**src/rtl/resource_request_arbiter_pkg.sv**
```systemverilog
// Shared widths and FSM encoding for resource_request_arbiter and its bench.
//   ADDRESS_WIDTH / ID_WIDTH / DATA_WIDTH : request and response field widths
//   RESOURCE_DELAY                        : nominal shared_resource latency (cycles)
//   arb_state_e                           : issue FSM encoding (2-bit)
package resource_request_arbiter_pkg;

    localparam int unsigned ADDRESS_WIDTH  = 8;
    localparam int unsigned ID_WIDTH       = 4;
    localparam int unsigned DATA_WIDTH     = 16;
    localparam int unsigned RESOURCE_DELAY = 3;

    typedef enum logic [1:0] {
        ARB_IDLE  = 2'd0,
        ARB_ISSUE = 2'd1,
        ARB_WAIT  = 2'd2,
        ARB_DRAIN = 2'd3
    } arb_state_e;

endpackage

```
**src/rtl/rr_arbiter2.sv**
```systemverilog
// Two-way round-robin grant, purely combinational.
//   req         in  2  request bits (bit N = port N)
//   last_grant  in  1  port granted most recently (state held by the parent)
//   grant_valid out 1  at least one request present
//   grant       out 1  winning port
module rr_arbiter2 (
    input  logic [1:0] req,
    input  logic       last_grant,
    output logic       grant_valid,
    output logic       grant
);

    always_comb begin
        grant_valid = |req;
        grant       = 1'b0;
        if (&req) begin
            grant = ~last_grant;
        end else begin
            grant = req[1];
        end
    end

endmodule

```
**src/rtl/resource_request_arbiter.sv**
```systemverilog
// Upstream issue stage for shared_resource: two requesters, round-robin, one outstanding
// transaction, responses routed back to the owner; per-requester flush squashes that
// requester's pending and in-flight work without disturbing the resource.
//   clk, reset                       clock, synchronous active-high reset
//   reqN_valid/address/id, reqN_ready request slot N handshake
//   flushN                           squash requester N
//   rspN_valid/data/id               one-cycle response pulse to requester N
//   res_valid/address/id             issue to shared_resource
//   res_data_in/id_in/valid_in/ready_in  from shared_resource
//   err_timeout, err_id              sticky error flags
module resource_request_arbiter
    import resource_request_arbiter_pkg::*;
#(
    parameter int unsigned TIMEOUT_CYCLES = 64,
    parameter int unsigned TO_WIDTH       = 7
) (
    input  logic                     clk,
    input  logic                     reset,
    input  logic                     req0_valid,
    input  logic [ADDRESS_WIDTH-1:0] req0_address,
    input  logic [ID_WIDTH-1:0]      req0_id,
    output logic                     req0_ready,
    input  logic                     req1_valid,
    input  logic [ADDRESS_WIDTH-1:0] req1_address,
    input  logic [ID_WIDTH-1:0]      req1_id,
    output logic                     req1_ready,
    input  logic                     flush0,
    input  logic                     flush1,
    output logic                     rsp0_valid,
    output logic [DATA_WIDTH-1:0]    rsp0_data,
    output logic [ID_WIDTH-1:0]      rsp0_id,
    output logic                     rsp1_valid,
    output logic [DATA_WIDTH-1:0]    rsp1_data,
    output logic [ID_WIDTH-1:0]      rsp1_id,
    output logic                     res_valid,
    output logic [ADDRESS_WIDTH-1:0] res_address,
    output logic [ID_WIDTH-1:0]      res_id,
    input  logic [DATA_WIDTH-1:0]    res_data_in,
    input  logic [ID_WIDTH-1:0]      res_id_in,
    input  logic                     res_valid_in,
    input  logic                     res_ready_in,
    output logic                     err_timeout,
    output logic                     err_id
);

    arb_state_e               state;
    logic [1:0]               slot_full;
    logic [ADDRESS_WIDTH-1:0] slot_address [2];
    logic [ID_WIDTH-1:0]      slot_id      [2];
    logic [ADDRESS_WIDTH-1:0] req_address  [2];
    logic [ID_WIDTH-1:0]      req_id       [2];
    logic [1:0]               req_valid;
    logic [1:0]               flush;
    logic [1:0]               arb_req;
    logic                     last_grant;
    logic                     grant_valid;
    logic                     grant;
    logic                     owner;
    logic                     squash;
    logic                     can_issue;
    logic                     owner_flush;
    logic [TO_WIDTH-1:0]      timer;

    assign req_valid      = {req1_valid, req0_valid};
    assign flush          = {flush1, flush0};
    assign req_address[0] = req0_address;
    assign req_address[1] = req1_address;
    assign req_id[0]      = req0_id;
    assign req_id[1]      = req1_id;
    assign req0_ready     = ~slot_full[0];
    assign req1_ready     = ~slot_full[1];

    // A flushed slot must not be granted in the same cycle.
    assign arb_req     = slot_full & ~flush;
    assign can_issue   = (state == ARB_IDLE) && grant_valid && res_ready_in && !res_valid_in;
    assign owner_flush = flush[owner];

    rr_arbiter2 u_rr_arbiter2 (
        .req         (arb_req),
        .last_grant  (last_grant),
        .grant_valid (grant_valid),
        .grant       (grant)
    );

    // Request slots: flush clears and blocks acceptance in the same cycle.
    always_ff @(posedge clk) begin
        if (reset) begin
            slot_full <= '0;
            for (int p = 0; p < 2; p++) begin
                slot_address[p] <= '0;
                slot_id[p]      <= '0;
            end
        end else begin
            for (int p = 0; p < 2; p++) begin
                if (flush[p] || (can_issue && (grant == 1'(p)))) begin
                    slot_full[p] <= 1'b0;
                end else if (req_valid[p] && !slot_full[p]) begin
                    slot_full[p]    <= 1'b1;
                    slot_address[p] <= req_address[p];
                    slot_id[p]      <= req_id[p];
                end
            end
        end
    end

    // Issue FSM with registered outputs.
    always_ff @(posedge clk) begin
        if (reset) begin
            state       <= ARB_IDLE;
            last_grant  <= 1'b1;  // port 0 wins the first tie
            owner       <= 1'b0;
            squash      <= 1'b0;
            timer       <= '0;
            res_valid   <= 1'b0;
            res_address <= '0;
            res_id      <= '0;
            rsp0_valid  <= 1'b0;
            rsp0_data   <= '0;
            rsp0_id     <= '0;
            rsp1_valid  <= 1'b0;
            rsp1_data   <= '0;
            rsp1_id     <= '0;
            err_timeout <= 1'b0;
            err_id      <= 1'b0;
        end else begin
            res_valid  <= 1'b0;
            rsp0_valid <= 1'b0;
            rsp1_valid <= 1'b0;
            unique case (state)
                ARB_IDLE: begin
                    squash <= 1'b0;
                    if (can_issue) begin
                        owner       <= grant;
                        last_grant  <= grant;
                        res_address <= slot_address[grant];
                        res_id      <= slot_id[grant];
                        res_valid   <= 1'b1;
                        state       <= ARB_ISSUE;
                    end
                end
                ARB_ISSUE: begin
                    if (owner_flush) squash <= 1'b1;
                    timer <= '0;
                    state <= ARB_WAIT;
                end
                ARB_WAIT: begin
                    if (owner_flush) squash <= 1'b1;
                    // Once timed out the block parks here until reset.
                    if (!err_timeout) begin
                        if (res_valid_in) begin
                            // A flush arriving with the first response still squashes it.
                            if (!squash && !owner_flush) begin
                                if (owner) begin
                                    rsp1_valid <= 1'b1;
                                    rsp1_data  <= res_data_in;
                                    rsp1_id    <= res_id;
                                end else begin
                                    rsp0_valid <= 1'b1;
                                    rsp0_data  <= res_data_in;
                                    rsp0_id    <= res_id;
                                end
                            end
                            if (res_id_in != res_id) err_id <= 1'b1;
                            state <= ARB_DRAIN;
                        end else begin
                            timer <= timer + TO_WIDTH'(1);
                            if (timer == TO_WIDTH'(TIMEOUT_CYCLES - 1)) err_timeout <= 1'b1;
                        end
                    end
                end
                ARB_DRAIN: begin
                    // Resource holds out_valid for several cycles; wait for it to re-arm.
                    if (!res_valid_in) state <= ARB_IDLE;
                end
                default: state <= ARB_IDLE;
            endcase
        end
    end

endmodule
```
**config.mk**
```make
export PLATFORM = sky130hd
export DESIGN_NAME = resource_request_arbiter
export DESIGN_NICKNAME = d
export VERILOG_FILES = /design/src/rtl/resource_request_arbiter_pkg.sv /design/src/rtl/rr_arbiter2.sv /design/src/rtl/resource_request_arbiter.sv
export SDC_FILE = /design/constraint.sdc
export NUM_CORES = 1
export LEC_CHECK = 0
export BUFFER_PORTS_ARGS = -buffer_cell sky130_fd_sc_hd__buf_2
export CAP_MARGIN = 0
export CORE_MARGIN = 10
export CORE_UTILIZATION = 51
export CTS_CLUSTER_SIZE = 20
export DETAILED_ROUTE_END_ITERATION = 6
export PLACE_DENSITY = 0.78
export SETUP_SLACK_MARGIN = 0.3
export SYNTH_ARGS = -nofsm -noshare
export SYNTH_HDL_FRONTEND = slang
export SYNTH_SLANG_ARGS = --single-unit
```
**constraint.sdc**
```tcl
create_clock -name clk -period 2.2 [get_ports clk]
set_input_delay 0.22 -clock clk [delete_from_list [all_inputs] [get_ports clk]]
set_output_delay 0.22 -clock clk [all_outputs]
set_load 0.02 [all_outputs]
```
# ---- Word-level counts from Yosys, hierarchy flattened
# Memory sizes are Yosys's and may differ from the RTL's. A register that Yosys moved wholly into a read port is not among the register bits.
# Index checks and enable logic that the tools add are counted.
dict set report word_totals {
  reg_bits 59
  latch_bits 0
  ram_bits 24
  romBits 0
  out_inout_bits 59
  n_memories 2
}
dict set report op_classes {
  n_addsub 1
  n_mul 0
  div_mod_pow 0
  magnitude_cmp 1
  n_eq_ne 11
  shifts 0
  n_mux 33
  bitwise 16
  reduce_logical 32
}
# name depth width rd rd_clocked_by_memory_dff write_ports line_no
set mem_list {}
lappend mem_list {slot_address 2 8 1 1 2 resource_request_arbiter.sv:48} ;# logic [ADDRESS_WIDTH-1:0] slot_address [2];
lappend mem_list {slot_id 2 4 1 1 2 resource_request_arbiter.sv:49} ;# logic [ID_WIDTH-1:0] slot_id [2];
# op n
set ops {}
lappend ops {{$mux W1} 20}
lappend ops {{$mux W8} 2}
lappend ops {{$mux W7} 2}
lappend ops {{$pmux W7 S2} 1}
lappend ops {{$ne A2 B2 Y1 const B} 5}
lappend ops {{$not A1 Y1} 10}
lappend ops {{$reduce_and A5 Y1} 2}
lappend ops {{$reduce_or A2 Y1} 5}
lappend ops {{$logic_and A1 B1 Y1} 8}
lappend ops {{$mux W2} 4}
lappend ops {{$mux W4} 2}
lappend ops {{$pmux W2 S4} 1}
lappend ops {{$reduce_and A4 Y1} 2}
lappend ops {{$add A7 B1 Y7 const B} 1}
lappend ops {{$eq A7 B6 Y1 const B} 1}
lappend ops {{$reduce_and A2 Y1} 3}
lappend ops {{$logic_not A1 Y1} 5}
lappend ops {{$reduce_or A5 Y1} 1}
lappend ops {{$eq A2 B2 Y1 const B} 2}
lappend ops {{$ne A4 B4 Y1} 1}
lappend ops {{$or A1 B1 Y1} 4}
lappend ops {{$reduce_bool A2 Y1} 2}
lappend ops {{$reduce_and A3 Y1} 1}
lappend ops {{$and A2 B2 Y2} 1}
lappend ops {{7 further kinds} 8}

# ---- Longest topological paths before layout
# Gate-level depths: netlist of the first run.
dict set report logic_depth {
  depth_word 12
  depth_mapped 8
  ltp_nobuf 6
}

# ---- By module
# A second synthesis of the first run with hierarchy kept.
dict set report unflattened {
  cells_unflattened 382
  hier_area_um2 4046.4
}
# mod n_inst cells_each area_per_inst_um2
set modules_own_cells {}
lappend modules_own_cells {resource_request_arbiter 1 380 4032.6}
lappend modules_own_cells {rr_arbiter2 1 2 13.8}

# ---- Worst setup path before layout of the first run
# No wires, ideal clock.
dict set report synth_timing {
  path_kind {register to register}
  from {register state[0]}
  to {register rsp1_data[0]}
  setup_ns 0.132
  arrival_ns 1.561
  required_ns 2.068
  setup_slack_ns 0.507
  path_stages_with_launch 9
  path_buffers 2
  cell_sequence {dfxtp_1 -> inv_1 -> ha_1 -> buf_4 -> nand3b_4 -> or4b_4 -> buf_6 -> nand2_1 -> a21oi_1}
}
dict set report synth_between {
  elab_chain_cells 2
}
# element line_no
set synth_lines {}
lappend synth_lines {{from (decl)} resource_request_arbiter.sv:46} ;# arb_state_e state;
lappend synth_lines {{from (signal assigned)} resource_request_arbiter.sv:109} ;# state <= ARB_IDLE;
lappend synth_lines {{from (signal assigned)} resource_request_arbiter.sv:138} ;# state <= ARB_ISSUE;
lappend synth_lines {{from (signal assigned)} resource_request_arbiter.sv:144} ;# state <= ARB_WAIT;
lappend synth_lines {{$eq A2 B2 Y1} resource_request_arbiter.sv:129} ;# unique case (state)
lappend synth_lines {{$reduce_and A5 Y1 (no line)} -}
lappend synth_lines {{to (signal assigned)} resource_request_arbiter.sv:155} ;# rsp1_data <= res_data_in;
lappend synth_lines {{to (decl)} resource_request_arbiter.sv:33} ;# output logic [DATA_WIDTH-1:0] rsp1_data,
# Every way passes these cells.
# A chain may end at the register's enable or synchronous reset.

# ---- Worst setup path after layout of the first run
dict set report layout_timing {
  from {register state[0]}
  to {register last_grant}
}
dict set report layout_between {
  elab_chain_cells 5
}
# element line_no
set layout_lines {}
lappend layout_lines {{$logic_not A2 Y1 (*)} {resource_request_arbiter.sv:75, resource_request_arbiter.sv:129}}
lappend layout_lines {{$logic_and A1 B1 Y1 (3 in series)} resource_request_arbiter.sv:75} ;# assign can_issue = (state == ARB_IDLE) && grant_valid && res_ready_in && !res_valid_in;
lappend layout_lines {{$reduce_and A2 Y1 (no line) (*)} -}
lappend layout_lines {{to (signal assigned)} resource_request_arbiter.sv:134} ;# last_grant <= grant;
lappend layout_lines {{to (decl)} resource_request_arbiter.sv:55} ;# logic last_grant;
# Mark *: on every way between the ends. The rest lies on a longest branch, timed or not.

==> results_dict.tcl, run 1 <==
set metrics [dict create \
    outcome "completed" \
    total_power_w 0.00339 \
    floorplan.initialDensity 0.523 \
    layout_common_cells "110 x buf_2, 101 x nand2_1, 70 x dfxtp_1" \
    hold_viol 0 \
    postSynthAreaPerCell_um2 9.55 \
    clock_latency_ns 0.36 \
    fmax_ghz 0.555 \
    slew_viol_final 0 \
    dieArea_um2 11200 \
    syn_to_final_growth_pct 21.7 \
    cp.arrival_ns 2.06 \
    grt_max_degree 55 \
    drive_gt1_frac 0.290 \
    cts.clk_slew.worst_paths_ns 0.10 \
    dp_hpwl_um 6790 \
    synth.net_count 453 \
    core_um2 7210 \
    die_y_um 106 \
    fin_worst_skew_ns 0.00889 \
    port_buffers 110 \
    io_pins 111 \
    ys_warn_count 0 \
    cts.sinks 95 \
    diodes 0 \
    vias 3076 \
    synth_edf_count 24 \
    syn_inst 395 \
    fp.dieW_um 106 \
    power_density_nw_per_um2 738 \
    worst_pin_slew_ns 0.737 \
    grt_overflow 0 \
    postCtsSetupBuffers 0 \
    num_rows 31 \
    rsz0062_at_grt "no" \
    relSlewSlack 0.509 \
    final_common_cell "buf_2" \
    synthArstFlopShare 0 \
    fin_crit_ns 1.80 \
    vdd_drop_max_uv 430 \
    firstDrtPassIters 4 \
    yosysUniqueCellTypes 46 \
    synth_ff_type "dfxtp_1" \
    fillers 626 \
    finalSetupViolCount 0 \
    cts_tree "done" \
    finalCritPeriodShare 0.819 \
    maxCapViolCount 0 \
    drtIter0Drc 139 \
    drc_errors 0 \
    root_buffer "clkbuf_8" \
    crit_fanout 16 \
    power_leakage_nw 1.96 \
    vias_per_cell 5.10 \
    seq_area_frac_synth 0.568 \
    wl_per_cell_um 15.3 \
    drtAntennaViolNets 0 \
    synth_area_um2 3770 \
    critPathKind "reg -> reg" \
    startpoint_type "register" \
    clock_path_buffers 2 \
    num-nets-final 557 \
    endpoint_kind "register" \
    synth_seq_cells 95 \
    hp-class "in -> reg" \
    track_usage 0.163 \
    cts-htree-levels 3 \
    crit_required_ns 2.45 \
    place.gp.congestion 0.793 \
    totalWireLength_um 9240 \
    setup_tns_ns 0 \
    grt_pass1_vias 3089 \
    antenna_found_initial 0 \
    cts_made_buffers 9 \
    grt_pass1_wl_um 15100 \
]
-- critical path, stage by stage, from the launching register on --
cell and delay, ns:
dfxtp_1 0.36, inv_2 0.13, ha_1 0.24, and3b_1 0.31
o21ai_2 0.25, a221o_1 0.40
-- report_power, final --
group / total [W] / switching (W) / leakage (nW) / internal, W
sequential: 0.00190 / 0.0000419 / 0.826 / 0.00186
clock: 0.00108 / 0.000649 / 0.0854 / 0.000430
combinational: 0.000406 / 0.000245 / 1.05 / 0.000161
-- timing repair --
action                     4_1_cts  5_1_grt
setup endpoints to repair       65       53
pin swaps                        0        1
cloned                           0        1
resized for setup                3        6
hold buffers                     0        0
-- layer usage --
metal / track usage / vias to the layer above / share of wire / routed length [um]
li1: - / 1555 / - / -
met1: 0.185 / 1419 / 0.41 / 3780
met2: 0.274 / 94 / 0.51 / 4690
met3: 0.0592 / 8 / 0.072 / 662
met4: 0.0600 / 0 / 0.012 / 108
met5: 0 / - / 0 / 0
-- registers in the layout, summed over array words and instances (netlist names) --
name	cells
err_id	1
err_timeout	1
last_grant	1
owner	1
res_address	8
res_id	4
res_valid	1
rsp0_data	16
rsp0_id	4
rsp0_valid	1
rsp1_data	16
rsp1_id	4
rsp1_valid	1
slot_address	16
slot_full	2
slot_id	8
squash	1
state	2
timer	7
-- cells by family (layout without fill, tap and decap cells) --
logic type,count (synthesis),count (layout),share of synthesized area
compound gates,73,73,0.121
xor+xnor,8,8,0.0186
fa+ha+maj,6,6,0.0199
buf+inv,28,136,0.0375
flops,95,95,0.568
mux,2,2,0.00564
simple gates,183,184,0.230
-- through the flow --
stage               hold slack (ns)  instances  cell area, um^2  utilization  setup WS [ns]
floorplan                     0.298        395             3770            -          0.507
global route                 0.0839        603             4590        0.636          0.310
detailed placement            0.445        586             4370        0.606          0.228
CTS                          0.0800        602             4560        0.632          0.299
finish                       0.0989        603             4590        0.636          0.399
global placement              0.437        586             4370        0.606          0.322
-- cells in the mapped netlist (3+ instances only) --
cell       count  area (um^2)
a21oi_1       46          230
a22oi_1       13         97.6
and2_1        24          150
buf_2          8         40.0
buf_4          3         22.5
clkbuf_1       9         33.8
dfxtp_1       71         1420
edfxtp_1      24          721
ha_1           6         75.1
inv_1          5         18.8
nand2_1      101          379
nand3_1       13         65.1
nor2_1        20         75.1
nor2b_1        4         25.0
o2111ai_1      3         26.3
xnor2_1        4         35.0
xor2_1         4         35.0
-- final timing paths --
check / from / to / slack (ns) / cells past startpoint
worst max-delay path: state[0] / last_grant / 0.40 / 5
worst min-delay path: res_data_in[6] / rsp0_data[6] / 0.1 / 3
worst max register to register: state[0] / last_grant / 0.40 / 5
worst min register to register: rsp0_data[15] / rsp0_data[15] / 0.45 / 2
-- cell type report --
class,instances,area (um^2),share of cell area
Clock buffer,10,128,0.0278
Clock inverter,6,52.6,0.0115
Inverter,5,18.8,0.00409
Multi-Input combinational cell,273,1540,0.335
Sequential cell,95,2140,0.467
Tap cell,99,124,0.0270
Timing Repair Buffer,115,588,0.128
Note: power is estimated with default switching activity, not from simulation.
==> run 2, diff against run 1 <==
- ABC_AREA: not set -> 1
- CORE_UTILIZATION: 51 -> 47
- PLACE_DENSITY: 0.78 -> 0.75
- clock period: 2.2 -> 1.6 ns (I/O delays scaled with it)
==> run 2 against run 1 <==
Die area is 10% higher. First-iteration DRC count increased by 50%. Routed wire length rose by 27%. Clock power is 38% higher. Sequential share of layout area decreased by 7.5 points. Critical path type unchanged. Largest cell class unchanged. Highest routed layer unchanged.
==> results_dict.tcl, run 2 <==
set metrics [dict create \
    fin_crit_ns 1.47 \
    cts_tree "done" \
    vias 3730 \
    cts.clk_slew.worst_paths_ns 0.11 \
    setup_tns_ns 0 \
    crit_fanout 7 \
    crit_family "simple AND/OR/NAND/NOR gates" \
    num-nets-final 682 \
    synth_seq_cells 95 \
    drtAntennaViolNets 0 \
    seq_area_frac_synth 0.548 \
    yosysUniqueCellTypes 25 \
    cpMostUsedCell "nand2_4" \
    cp_slowest_stage_delay_ns 0.33 \
    drive_gt1_frac 0.394 \
    critPathKind "reg -> reg" \
    vias_per_cell 5.08 \
    synth.net_count 546 \
    place.gp.congestion 0.846 \
    hold_viol 0 \
    syn_inst 488 \
    netlist_top_cells_area "dfxtp_1 36%, edfxtp_1 18%, nor2_1 12%" \
    synth_edf_count 24 \
    vdd_drop_max_uv 523 \
    root_buffer "clkbuf_8" \
    drc_errors 0 \
    ys_warn_count 0 \
    firstDrtPassIters 4 \
    cp.arrival_ns 1.73 \
    slew_viol_final 0 \
    fillers 623 \
    totalWireLength_um 11700 \
    antenna_found_initial 0 \
    startpoint_type "register" \
    relSlewSlack 0.618 \
    endpoint_kind "register" \
    num_rows 33 \
    dp_hpwl_um 7540 \
    io_pins 111 \
    core_um2 8130 \
    outcome "completed" \
    dieArea_um2 12400 \
    final_common_cell "nor2_1" \
    synthArstFlopShare 0 \
    synth_ff_type "dfxtp_1" \
    cts.sinks 95 \
    syn_to_final_growth_pct 40.0 \
    finalSetupViolCount 0 \
    postSynthAreaPerCell_um2 8.01 \
    clock_path_buffers 2 \
    clock_latency_ns 0.37 \
    instances_no_fill 734 \
    layout_common_cells "117 x nor2_1, 110 x buf_2, 69 x dfxtp_1" \
    finalCritPeriodShare 0.918 \
    diodes 0 \
    rsz0062_at_grt "yes" \
    power_leakage_nw 2.58 \
    maxCapViolCount 0 \
    post-synth-top-count-cell "nor2_1" \
    placed_cells 696 \
    worst_pin_slew_ns 0.572 \
    grt_max_degree 42 \
    drtIter0Drc 208 \
    slowest_stage "dfxtp_2" \
    track_usage 0.175 \
    synth_top_area_cell "dfxtp_1" \
    grt_overflow 0 \
    power_density_nw_per_um2 1050 \
    synth_common_cells "120 x nor2_1, 82 x nand2_1, 71 x dfxtp_1, 46 x inv_1, 36 x o21ai_0" \
    cp_num_buf_inv 4 \
    top_regs "rsp0_data: 16 flops, rsp1_data: 16 flops, slot_address: 16 flops" \
    grt_pass1_vias 3821 \
    port_buffers 110 \
    wl_per_cell_um 16.0 \
    fp.dieW_um 111 \
    crit_required_ns 1.86 \
    die_y_um 111 \
    synth_area_um2 3910 \
    fmax_ghz 0.680 \
    fin_worst_skew_ns 0.0134 \
    cts_made_buffers 9 \
    hp-class "in -> reg" \
    crit_chain "inv_2 -> buf_6 -> ha_4 -> nand2_4 -> nor2_4 -> nand2_8 -> buf_12 -> clkinv_8 -> nand2_4 -> nand2_4 -> nor3_2" \
    grt_pass1_wl_um 18100 \
    synth.top_cell.area_share 0.364 \
    floorplan.initialDensity 0.480 \
    cts-htree-levels 3 \
]
==> run 2: cell types whose count changed after synthesis, moves of 4 or more <==
cell      previous run  this run
o21ai_1              1        10
nor2b_1              4         0
o21ai_0              0        36
nand3_1             13        26
inv_2                0         5
inv_1                5        46
and2_1              24         0
a22oi_1             13         0
clkbuf_1             9         5
a21oi_1             46        22
nor2_1              20       120
nand2_1            101        82
==> run 2: path summary, 6_finish.rpt <==
path / startpoint / to / slack [ns] / cells past startpoint
max: state[0] / slot_full[0] / 0.13 / 11
min: res_data_in[2] / rsp1_data[2] / 0.02 / 3
max reg2reg: state[0] / slot_full[0] / 0.13 / 11
min reg2reg: timer[4] / timer[4] / 0.46 / 2
==> run 2: where the power goes <==
part	switching [W]	internal (W)
clock network	0.000904	0.000585
logic	0.000874	0.000633
registers	0.0000942	0.00263
total	0.00187	0.00385
==> run 2: layout make-up <==
class                      instances  area (um^2)  area share
sequential                        95         2140       0.392
multi-input combinational        323         1850       0.339
clock buffer                       9          124      0.0226
inverter                          51          219      0.0400
clock inverter                     7         55.1      0.0101
timing repair inverter             1         6.26     0.00114
timing repair buffer             143          937       0.171
tap                              105          131      0.0240
==> run 2: cells by family after synthesis <==
logic type,share of synthesized area
AOI/OAI and AO/OA,0.0913
xor gates and xnor gates,0.00897
adders and majority gates,0.0192
buffers and inverters,0.0845
DFF,0.548
and+or+nand+nor,0.248
==> run 2: worst reg2reg max path: cells and delay by family, from the launching register on <==
family	cells	cell delay, ns
fa+ha+maj	1	0.15
buf+inv	4	0.41
flops	1	0.33
simple gates	6	0.48
==> run 2: per-stage QoR <==
step	utilization	power, W	area [um^2]	hold slack [ns]	setup WS [ns]
6_report	0.673	0.00572	5470	0.0249	0.130
3_3_place_gp	0.564	0.00376	4590	0.364	-0.205
4_1_cts	0.634	0.00558	5150	0.0299	0.132
3_5_place_dp	0.564	0.00380	4590	0.367	-0.348
2_1_floorplan	-	0.00345	3930	0.238	0.305
5_1_grt	0.673	0.00599	5470	0.0333	0.0555
==> run 2: per-layer routing <==
metal / vias up / part of all wire / global-route usage
li1: 1820 / - / -
met1: 1753 / 0.39 / 0.184
met2: 122 / 0.52 / 0.316
met3: 35 / 0.053 / 0.0422
met4: 0 / 0.036 / 0.0883
met5: - / 0 / 0
==> run 2: what timing repair did <==
action | in CTS | in global routing
pin swaps | 14 | 31
endpoints found under the hold margin | 1 | 0
setup endpoints to repair | 65 | 91
cloned | 6 | 3
hold buffers | 1 | 0
setup buffers | 9 | 3
resized for setup | 72 | 72
==> run 3, diff against run 2 <==
- RECOVER_POWER: not set -> 25
==> run 3 against run 2 <==
Register-to-register slack barely moved. Total power decreased by 0.42%. Combinational power barely moved. Clock power about the same. Routed wire length fell by 0.35%. Largest cell class unchanged. Largest power group unchanged.
==> results_dict.tcl, run 3 (same netlist as run 2, synthesis figures left out) <==
set metrics [dict create \
    cts-htree-levels 3 \
    syn_to_final_growth_pct 38.6 \
    vias 3728 \
    power_leakage_nw 2.39 \
    fin_worst_skew_ns 0.0131 \
    final_util 0.666 \
    core_um2 8130 \
    firstDrtPassIters 4 \
    total_power_w 0.00570 \
    outcome "completed" \
    setup_tns_ns 0 \
    top_regs "rsp0_data: 16 flops, rsp1_data: 16 flops, slot_address: 16 flops" \
    port_buffers 110 \
    power_density_nw_per_um2 1050 \
    multi_input_area_um2 1850 \
    dp_hpwl_um 7540 \
    drc_errors 0 \
    diodes 0 \
    fp.dieW_um 111 \
    grt_max_degree 42 \
    io_pins 111 \
    crit_required_ns 1.85 \
    critPathKind "reg -> reg" \
    floorplan.initialDensity 0.480 \
    relSlewSlack 0.621 \
    worst_pin_slew_ns 0.569 \
    clock_path_buffers 2 \
    hold_viol 0 \
    rsz0062_at_grt "yes" \
    fmax_ghz 0.683 \
    drtAntennaViolNets 0 \
    cts.clk_slew.worst_paths_ns 0.10 \
    dieArea_um2 12400 \
    finalSetupViolCount 0 \
    root_buffer "clkbuf_8" \
    hp-class "in -> reg" \
    die_y_um 111 \
    grt_pass1_wl_um 18100 \
    final_common_cell "nor2_1" \
    fin_crit_ns 1.46 \
    vdd_drop_max_uv 519 \
    layout_common_cells "117 x nor2_1, 69 x dfxtp_1, 66 x buf_2" \
    postPlaceCellArea_um2 4590 \
    startpoint_type "register" \
    cp.arrival_ns 1.72 \
    clock_latency_ns 0.36 \
    regArea_um2 2140 \
    drtIter0Drc 172 \
    grt_overflow 0 \
    cts_made_buffers 9 \
    endpoint_kind "register" \
    crit_fanout 7 \
    slew_viol_final 0 \
    totalWireLength_um 11700 \
    num-nets-final 682 \
    place.gp.congestion 0.846 \
    grt_pass1_vias 3821 \
    fillers 650 \
    drive_gt1_frac 0.324 \
    vias_per_cell 5.08 \
    wl_per_cell_um 15.9 \
    fin_area_um2 5420 \
    track_usage 0.175 \
    num_rows 33 \
    maxCapViolCount 0 \
    finalCritPeriodShare 0.915 \
    antenna_found_initial 0 \
    cts_tree "done" \
    cts.sinks 95 \
]
[run 3: cell types whose count changed in the layout (fill, tap and decap cells not counted), sizes merged]
cell    previous run  this run
buf              141        97
clkbuf            10        54
[run 3: final timing paths]
check | cells after the start | slack, ns | endpoint | from
setup / recovery | 11 | 0.14 | slot_full[0] | state[0]
hold / removal | 3 | 0.03 | rsp1_data[2] | res_data_in[2]
setup reg to reg | 11 | 0.14 | slot_full[0] | state[0]
hold reg to reg | 2 | 0.46 | timer[4] | timer[4]
[run 3: per-layer routing]
metal  global-route usage  wire, um  part of all wire  vias up
met3               0.0422       671             0.057       35
met5                    0         0                 0        -
met4               0.0883       451             0.039        0
met2                0.316      6010              0.51      119
li1                     -         -                 -     1821
met1                0.184      4550              0.39     1753
[run 3: where the power goes]
part	internal [W]	leakage (nW)	switching [W]
Sequential	0.00263	0.825	0.0000961
Combinational	0.000614	1.47	0.000873
Clock	0.000585	0.0919	0.000896
[run 3: final cells by class]
| type | instances | area share |
|---|---|---|
| clock inverter | 7 | 0.0102 |
| multi-input combinational | 323 | 0.342 |
| inverter | 51 | 0.0404 |
| tap | 105 | 0.0243 |
| sequential | 95 | 0.396 |
| timing repair inverter | 1 | 0.00116 |
| timing repair buffer | 143 | 0.163 |
| clock buffer | 9 | 0.0229 |
[run 3: metrics by stage]
stage	hold WS [ns]	std cells	worst slack, ns
4_1_cts	0.0299	728	0.132
5_1_grt	0.0333	734	0.0555
3_3_place_gp	0.364	696	-0.205
2_1_floorplan	0.238	488	0.305
6_report	0.0296	734	0.137
3_5_place_dp	0.367	696	-0.348
[run 3: worst max-delay path, stage by stage (launching register included)]
cell and delay [ns]:
dfxtp_2 0.33, inv_2 0.08, buf_6 0.11, ha_4 0.15
nand2_4 0.05, nor2_4 0.15, nand2_8 0.11, buf_12 0.15
clkinv_8 0.06, nand2_4 0.05, nand2_4 0.08, nor3_2 0.04
[run 3: what timing repair did]
item,CTS,global route
hold endpoints to repair,1,0
hold buffers,1,0
resized for setup,72,72
buffers inserted,9,3
cloned,6,3
pin swaps,14,31
setup endpoints to repair,65,91
